==> config.mk <==
export PLATFORM = sky130hd
export DESIGN_NAME = fft_addr_sched
export DESIGN_NICKNAME = d
export VERILOG_FILES = /design/src/rtl/fft_addr_sched.sv
export SDC_FILE = /design/constraint.sdc
export NUM_CORES = 1
export LEC_CHECK = 0
export BUFFER_PORTS_ARGS = -buffer_cell sky130_fd_sc_hd__clkbuf_2
export CORE_ASPECT_RATIO = 0.8
export CORE_MARGIN = 1.5
export CORE_UTILIZATION = 40
export CTS_CLUSTER_SIZE = 20
export DETAILED_ROUTE_END_ITERATION = 8
export PLACE_DENSITY = 0.59
export SKIP_CTS_REPAIR_TIMING = 1
export SLEW_MARGIN = 15
export SYNTH_ARGS = -nofsm -noshare
export SYNTH_HDL_FRONTEND = slang
export SYNTH_SLANG_ARGS = --single-unit
export TNS_END_PERCENT = 1
==> constraint.sdc <==
create_clock -name clk_i -period 4.81 [get_ports clk_i]
set_input_delay 0.962 -clock clk_i [delete_from_list [all_inputs] [get_ports clk_i]]
set_output_delay 0.962 -clock clk_i [all_outputs]
set_load 0.02 [all_outputs]
==> src/rtl/fft_addr_sched.sv <==
// Address and stage scheduler for an in-place radix-2 DIT FFT: bit-reversed load
// addressing, then a butterfly-by-butterfly walk of every stage gated by write-back acks.
module fft_addr_sched #(
  parameter  int N_POINTS = 16,
  localparam int LOG2N    = $clog2(N_POINTS),
  localparam int STAGE_W  = ($clog2(LOG2N) > 0 ? $clog2(LOG2N) : 1)
) (
  input  logic               clk_i,
  input  logic               rst_ni,
  input  logic               start_i,
  input  logic               clear_i,
  input  logic               sample_valid_i,
  input  logic               bfly_ack_i,
  output logic               load_ready_o,
  output logic [LOG2N-1:0]   wr_addr_o,
  output logic               bfly_valid_o,
  output logic [LOG2N-1:0]   addr_a_o,
  output logic [LOG2N-1:0]   addr_b_o,
  output logic [LOG2N-2:0]   tw_addr_o,
  output logic [STAGE_W-1:0] stage_o,
  output logic               end_load_o,
  output logic               end_algo_o,
  output logic               busy_o,
  output logic               done_o
);

  typedef enum logic [1:0] {IDLE, LOAD, BFLY, DONE} state_e;

  state_e             state_q, state_d;
  logic [LOG2N:0]     cnt;
  logic [STAGE_W-1:0] s;
  logic [LOG2N-2:0]   k;

  logic               last_sample, last_k, last_stage;
  logic [LOG2N-1:0]   k_ext, half, pos, a_addr, tw_full;
  logic [STAGE_W:0]   a_sh, tw_sh;

  function automatic logic [LOG2N-1:0] bit_rev(input logic [LOG2N-1:0] x);
    logic [LOG2N-1:0] r;
    r = '0;
    for (int i = 0; i < LOG2N; i++) r[i] = x[LOG2N-1-i];
    return r;
  endfunction

  assign last_sample = (cnt == (LOG2N+1)'(N_POINTS - 1));
  assign last_k      = &k;
  assign last_stage  = (s == STAGE_W'(LOG2N - 1));

  // Butterfly geometry for stage s, butterfly k
  always_comb begin
    k_ext   = {1'b0, k};
    half    = LOG2N'(1) << s;
    pos     = k_ext & (half - LOG2N'(1));
    a_sh    = {1'b0, s} + (STAGE_W+1)'(1);
    tw_sh   = (STAGE_W+1)'(LOG2N - 1) - {1'b0, s};
    a_addr  = ((k_ext >> s) << a_sh) | pos;
    tw_full = pos << tw_sh;
  end

  always_comb begin
    state_d = state_q;
    if (clear_i) begin
      state_d = IDLE;
    end else begin
      case (state_q)
        IDLE: if (start_i) state_d = LOAD;
        LOAD: if (sample_valid_i && last_sample) state_d = BFLY;
        BFLY: if (bfly_ack_i && last_k && last_stage) state_d = DONE;
        DONE: state_d = IDLE;
        default: state_d = IDLE;
      endcase
    end
  end

  always_ff @(posedge clk_i or negedge rst_ni) begin
    if (!rst_ni) begin
      state_q <= IDLE;
      cnt     <= '0;
      s       <= '0;
      k       <= '0;
    end else begin
      state_q <= state_d;
      if (clear_i || (state_q == IDLE && start_i)) begin
        cnt <= '0;
        s   <= '0;
        k   <= '0;
      end else if (state_q == LOAD && sample_valid_i) begin
        cnt <= cnt + (LOG2N+1)'(1);
      end else if (state_q == BFLY && bfly_ack_i) begin
        if (last_k) begin
          k <= '0;
          s <= s + STAGE_W'(1);
        end else begin
          k <= k + (LOG2N-1)'(1);
        end
      end
    end
  end

  assign load_ready_o = (state_q == LOAD);
  assign bfly_valid_o = (state_q == BFLY);
  assign busy_o       = (state_q != IDLE);
  assign done_o       = (state_q == DONE);
  assign wr_addr_o    = load_ready_o ? bit_rev(cnt[LOG2N-1:0]) : '0;
  assign addr_a_o     = bfly_valid_o ? a_addr : '0;
  assign addr_b_o     = bfly_valid_o ? (a_addr + half) : '0;
  assign tw_addr_o    = bfly_valid_o ? tw_full[LOG2N-2:0] : '0;
  assign stage_o      = s;
  assign end_load_o   = load_ready_o && sample_valid_i && last_sample;
  assign end_algo_o   = bfly_valid_o && last_k && last_stage;

endmodule

==> results.sh <==
export IMPL_run_status="finished clean"
export IMPL_worst_max_slew_margin_expressed_relative_to_the_limit=0.655
export IMPL_worstMarginPinSlew_ns=0.518
export IMPL_fin_nets=182
export IMPL_clock_tree_buffer_depth=2
export IMPL_ctsHtreeMaxLevel=1
export IMPL_areaGrowthSynthToFinish_pct=15.9
export IMPL_criticalPathCategory="reg2out"
export IMPL_post_drt_wl_per_cell_um=11.5
export IMPL_syn_nets=156
export IMPL_timing_final_crit_share=0.847
export IMPL_synth_main_ff_cell="sky130_fd_sc_hd__dfrtp_1"
export IMPL_final_instance_count_excl_fill=195
export IMPL_totalWireLength_um=2230
export IMPL_antenna_violating_nets_post_route=0
export IMPL_multi_input_area_um2=790
export IMPL_dpl_instance_area_um2=1320
export IMPL_first_global_vias=870
export IMPL_crit_path_end_kind="output pin"
export IMPL_die_w_um=63.4
export IMPL_async_flop_share=1.00
export IMPL_grt_util_met1=0.191
export IMPL_diodes=0
export IMPL_synth_warning_count=0
export IMPL_critPathLaunchType="register"
export IMPL_number_of_flops_mapped_to_enable_cells_by_yosys=0
export IMPL_worst_clock_skew_ns=0.000848
export IMPL_portbufs=28
export IMPL_vdd_ir_drop_max_v=0.000184
export IMPL_pwr_density_nw_per_um2=269
export IMPL_fin_area_um2=1350
export IMPL_post_dp_hpwl_um=1800
export IMPL_most_common_layout_cells="28 x sky130_fd_sc_hd__clkbuf_2, 17 x sky130_fd_sc_hd__ha_1, 16 x sky130_fd_sc_hd__nor2_1, 12 x sky130_fd_sc_hd__dfrtp_1, 11 x sky130_fd_sc_hd__and2_1"
export IMPL_global_route_usage_over_all_layers=0.148
export IMPL_placementRows=17
export IMPL_grt_max_degree=17
export IMPL_met3_usage=0.0463
export IMPL_num_io_pins=29
export IMPL_yosysSeqAreaShare=0.258
export IMPL_max_freq_ghz=0.245
export IMPL_avgSynthCellArea_um2=8.83
export IMPL_final_min_clock_period_ns=4.07
export IMPL_netlist_cell_type_count=34
export IMPL_grt_first_pass_wirelength_um=3840
export IMPL_start_util=0.422
export IMPL_maxSlewViolCount=0
export IMPL_detailroute_via_count=936
export IMPL_groute_layer_met2_usage=0.254
export IMPL_clockRootBuffer="sky130_fd_sc_hd__clkbuf_4"
export IMPL_clk_latency_ns=0.27
export IMPL_worst_setup_hold_path_clk_slew_ns=0.07
export IMPL_utilization=0.489
export IMPL_final_setup_worst_slack_ns=0.736
export IMPL_cp_arrival_ns=3.11
export IMPL_finalSetupViolations=0
export IMPL_global_route_overflow_total=0
export IMPL_tritoncts="built"
export IMPL_path_max_fanout=14
export IMPL_preCtsSetupSlack_ns=0.999
export IMPL_core_box_area_um2=2770
export IMPL_layout_cells_most_common="sky130_fd_sc_hd__clkbuf_2"
export IMPL_die_area_um2=3250
export IMPL_worst_hold_path_type="reg2reg"
export IMPL_nFillCells=289
export IMPL_drv_cap=0
export IMPL_final_layout_size_suffix_gt1_frac=0.223
export IMPL_syn_instance_count=132
export IMPL_final_setup_tns_ns=0
export IMPL_cts_buffers_inserted=3
export IMPL_number_of_synthesized_register_bits=12
export IMPL_grt_busiest_layer="met2"
export IMPL_area_sequential_um2=300
export IMPL_rsz0062_at_grt="false"
export IMPL_remaining_drc_errors=0
export IMPL_cp_data_required_time_ns=3.85
export IMPL_cts_num_sinks=12
export IMPL_die_height_um=51.3
export IMPL_placed_cells=191
export IMPL_final_hold_violation_count=0
export IMPL_detail_route_first_pass_iterations=4
export IMPL_p_leak_nw=0.689
export IMPL_number_of_antenna_violations_at_the_first_check_in_global_routing=0
export IMPL_synth_area_um2=1170
export IMPL_global_placer_s_final_weighted_congestion=0.760
export IMPL_drt_initial_drc_count=25
export IMPL_route_detailed_vias_per_inst=4.80
## area by class of cell
cell class,count,area share
multi-input combinational,103,0.584
sequential,12,0.222
timing repair buffer,28,0.104
tap,38,0.0352
inverter,10,0.0278
clock buffer,4,0.0269
## report_power, final
group / total (mW) / internal (mW) / switching, mW
Combinational: 0.161 / 0.0594 / 0.102
Sequential: 0.124 / 0.112 / 0.0117
Clock: 0.0782 / 0.0460 / 0.0321
## routing by layer
layer | part of all wire | vias up | wire [µm]
met5 | 0 | - | 0
met4 | 0 | 0 | 0
met3 | 0.039 | 0 | 87
met2 | 0.45 | 17 | 1010
met1 | 0.51 | 427 | 1140
li1 | - | 492 | -
## synthesized netlist by cell type, types with 3 or more instances
cell type / count / area [µm²]
sky130_fd_sc_hd__nand2_1: 10 / 37.5
sky130_fd_sc_hd__xor2_1: 5 / 43.8
sky130_fd_sc_hd__and3_1: 3 / 18.8
sky130_fd_sc_hd__ha_1: 17 / 213
sky130_fd_sc_hd__xnor2_1: 4 / 35.0
sky130_fd_sc_hd__clkbuf_1: 4 / 15.0
sky130_fd_sc_hd__and2_1: 11 / 68.8
sky130_fd_sc_hd__inv_1: 10 / 37.5
sky130_fd_sc_hd__nor2_1: 16 / 60.1
sky130_fd_sc_hd__mux2i_1: 5 / 50.1
sky130_fd_sc_hd__nand4_1: 3 / 18.8
sky130_fd_sc_hd__a211oi_1: 3 / 22.5
sky130_fd_sc_hd__a21oi_1: 3 / 15.0
sky130_fd_sc_hd__dfrtp_1: 12 / 300
## flip-flops by register name (all words and copies together) (netlist names)
signal	count
k	3
state_q	2
cnt	5
stage_o	2
## per-stage QoR
| stage | hold slack, ns | total power, mW |
|---|---|---|
| 5_1_grt | 0.560 | 0.400 |
| 3_5_place_dp | 0.537 | 0.289 |
| 6_report | 0.559 | 0.363 |
| 2_1_floorplan | 0.511 | 0.248 |
| 4_1_cts | 0.558 | 0.370 |
| 3_3_place_gp | 0.546 | 0.284 |
## worst max-delay path, stage by stage, from the launching register on
cell and delay [ns]:
sky130_fd_sc_hd__dfrtp_1 0.62, sky130_fd_sc_hd__inv_1 0.22, sky130_fd_sc_hd__ha_1 0.46, sky130_fd_sc_hd__o31ai_1 0.42
sky130_fd_sc_hd__ha_1 0.31, sky130_fd_sc_hd__a21o_1 0.17, sky130_fd_sc_hd__a21oi_1 0.17, sky130_fd_sc_hd__xor2_1 0.15
sky130_fd_sc_hd__and2_1 0.14, sky130_fd_sc_hd__clkbuf_2 0.16
## kinds of logic (layout without fill, tap and decap cells)
kind of cell / after synthesis / after routing / share of synthesized area
simple gates: 54 / 54 / 0.242
mux: 5 / 5 / 0.0429
xor+xnor: 10 / 10 / 0.0815
flops: 12 / 12 / 0.258
compound gates: 16 / 16 / 0.111
buf+inv: 17 / 42 / 0.0654
fa+ha+maj: 18 / 18 / 0.200
## worst paths after layout
kind                                        start                endpoint  slack [ns]  cells after the start
max                        stage_o[0]$_DFFE_PN0P_             addr_b_o[3]        0.74                      9
min                            cnt[3]$_DFFE_PN0P_      cnt[3]$_DFFE_PN0P_        0.56                      2
max reg2reg                stage_o[1]$_DFFE_PN0P_  state_q[1]$_DFFE_PN0P_        2.75                      5
min reg2reg                    cnt[3]$_DFFE_PN0P_      cnt[3]$_DFFE_PN0P_        0.56                      2
max in group asynchronous                  rst_ni      cnt[0]$_DFFE_PN0P_        4.01                      1
min in group asynchronous                  rst_ni  state_q[1]$_DFFE_PN0P_        0.57                      1
(Power assumes the default switching activity.)
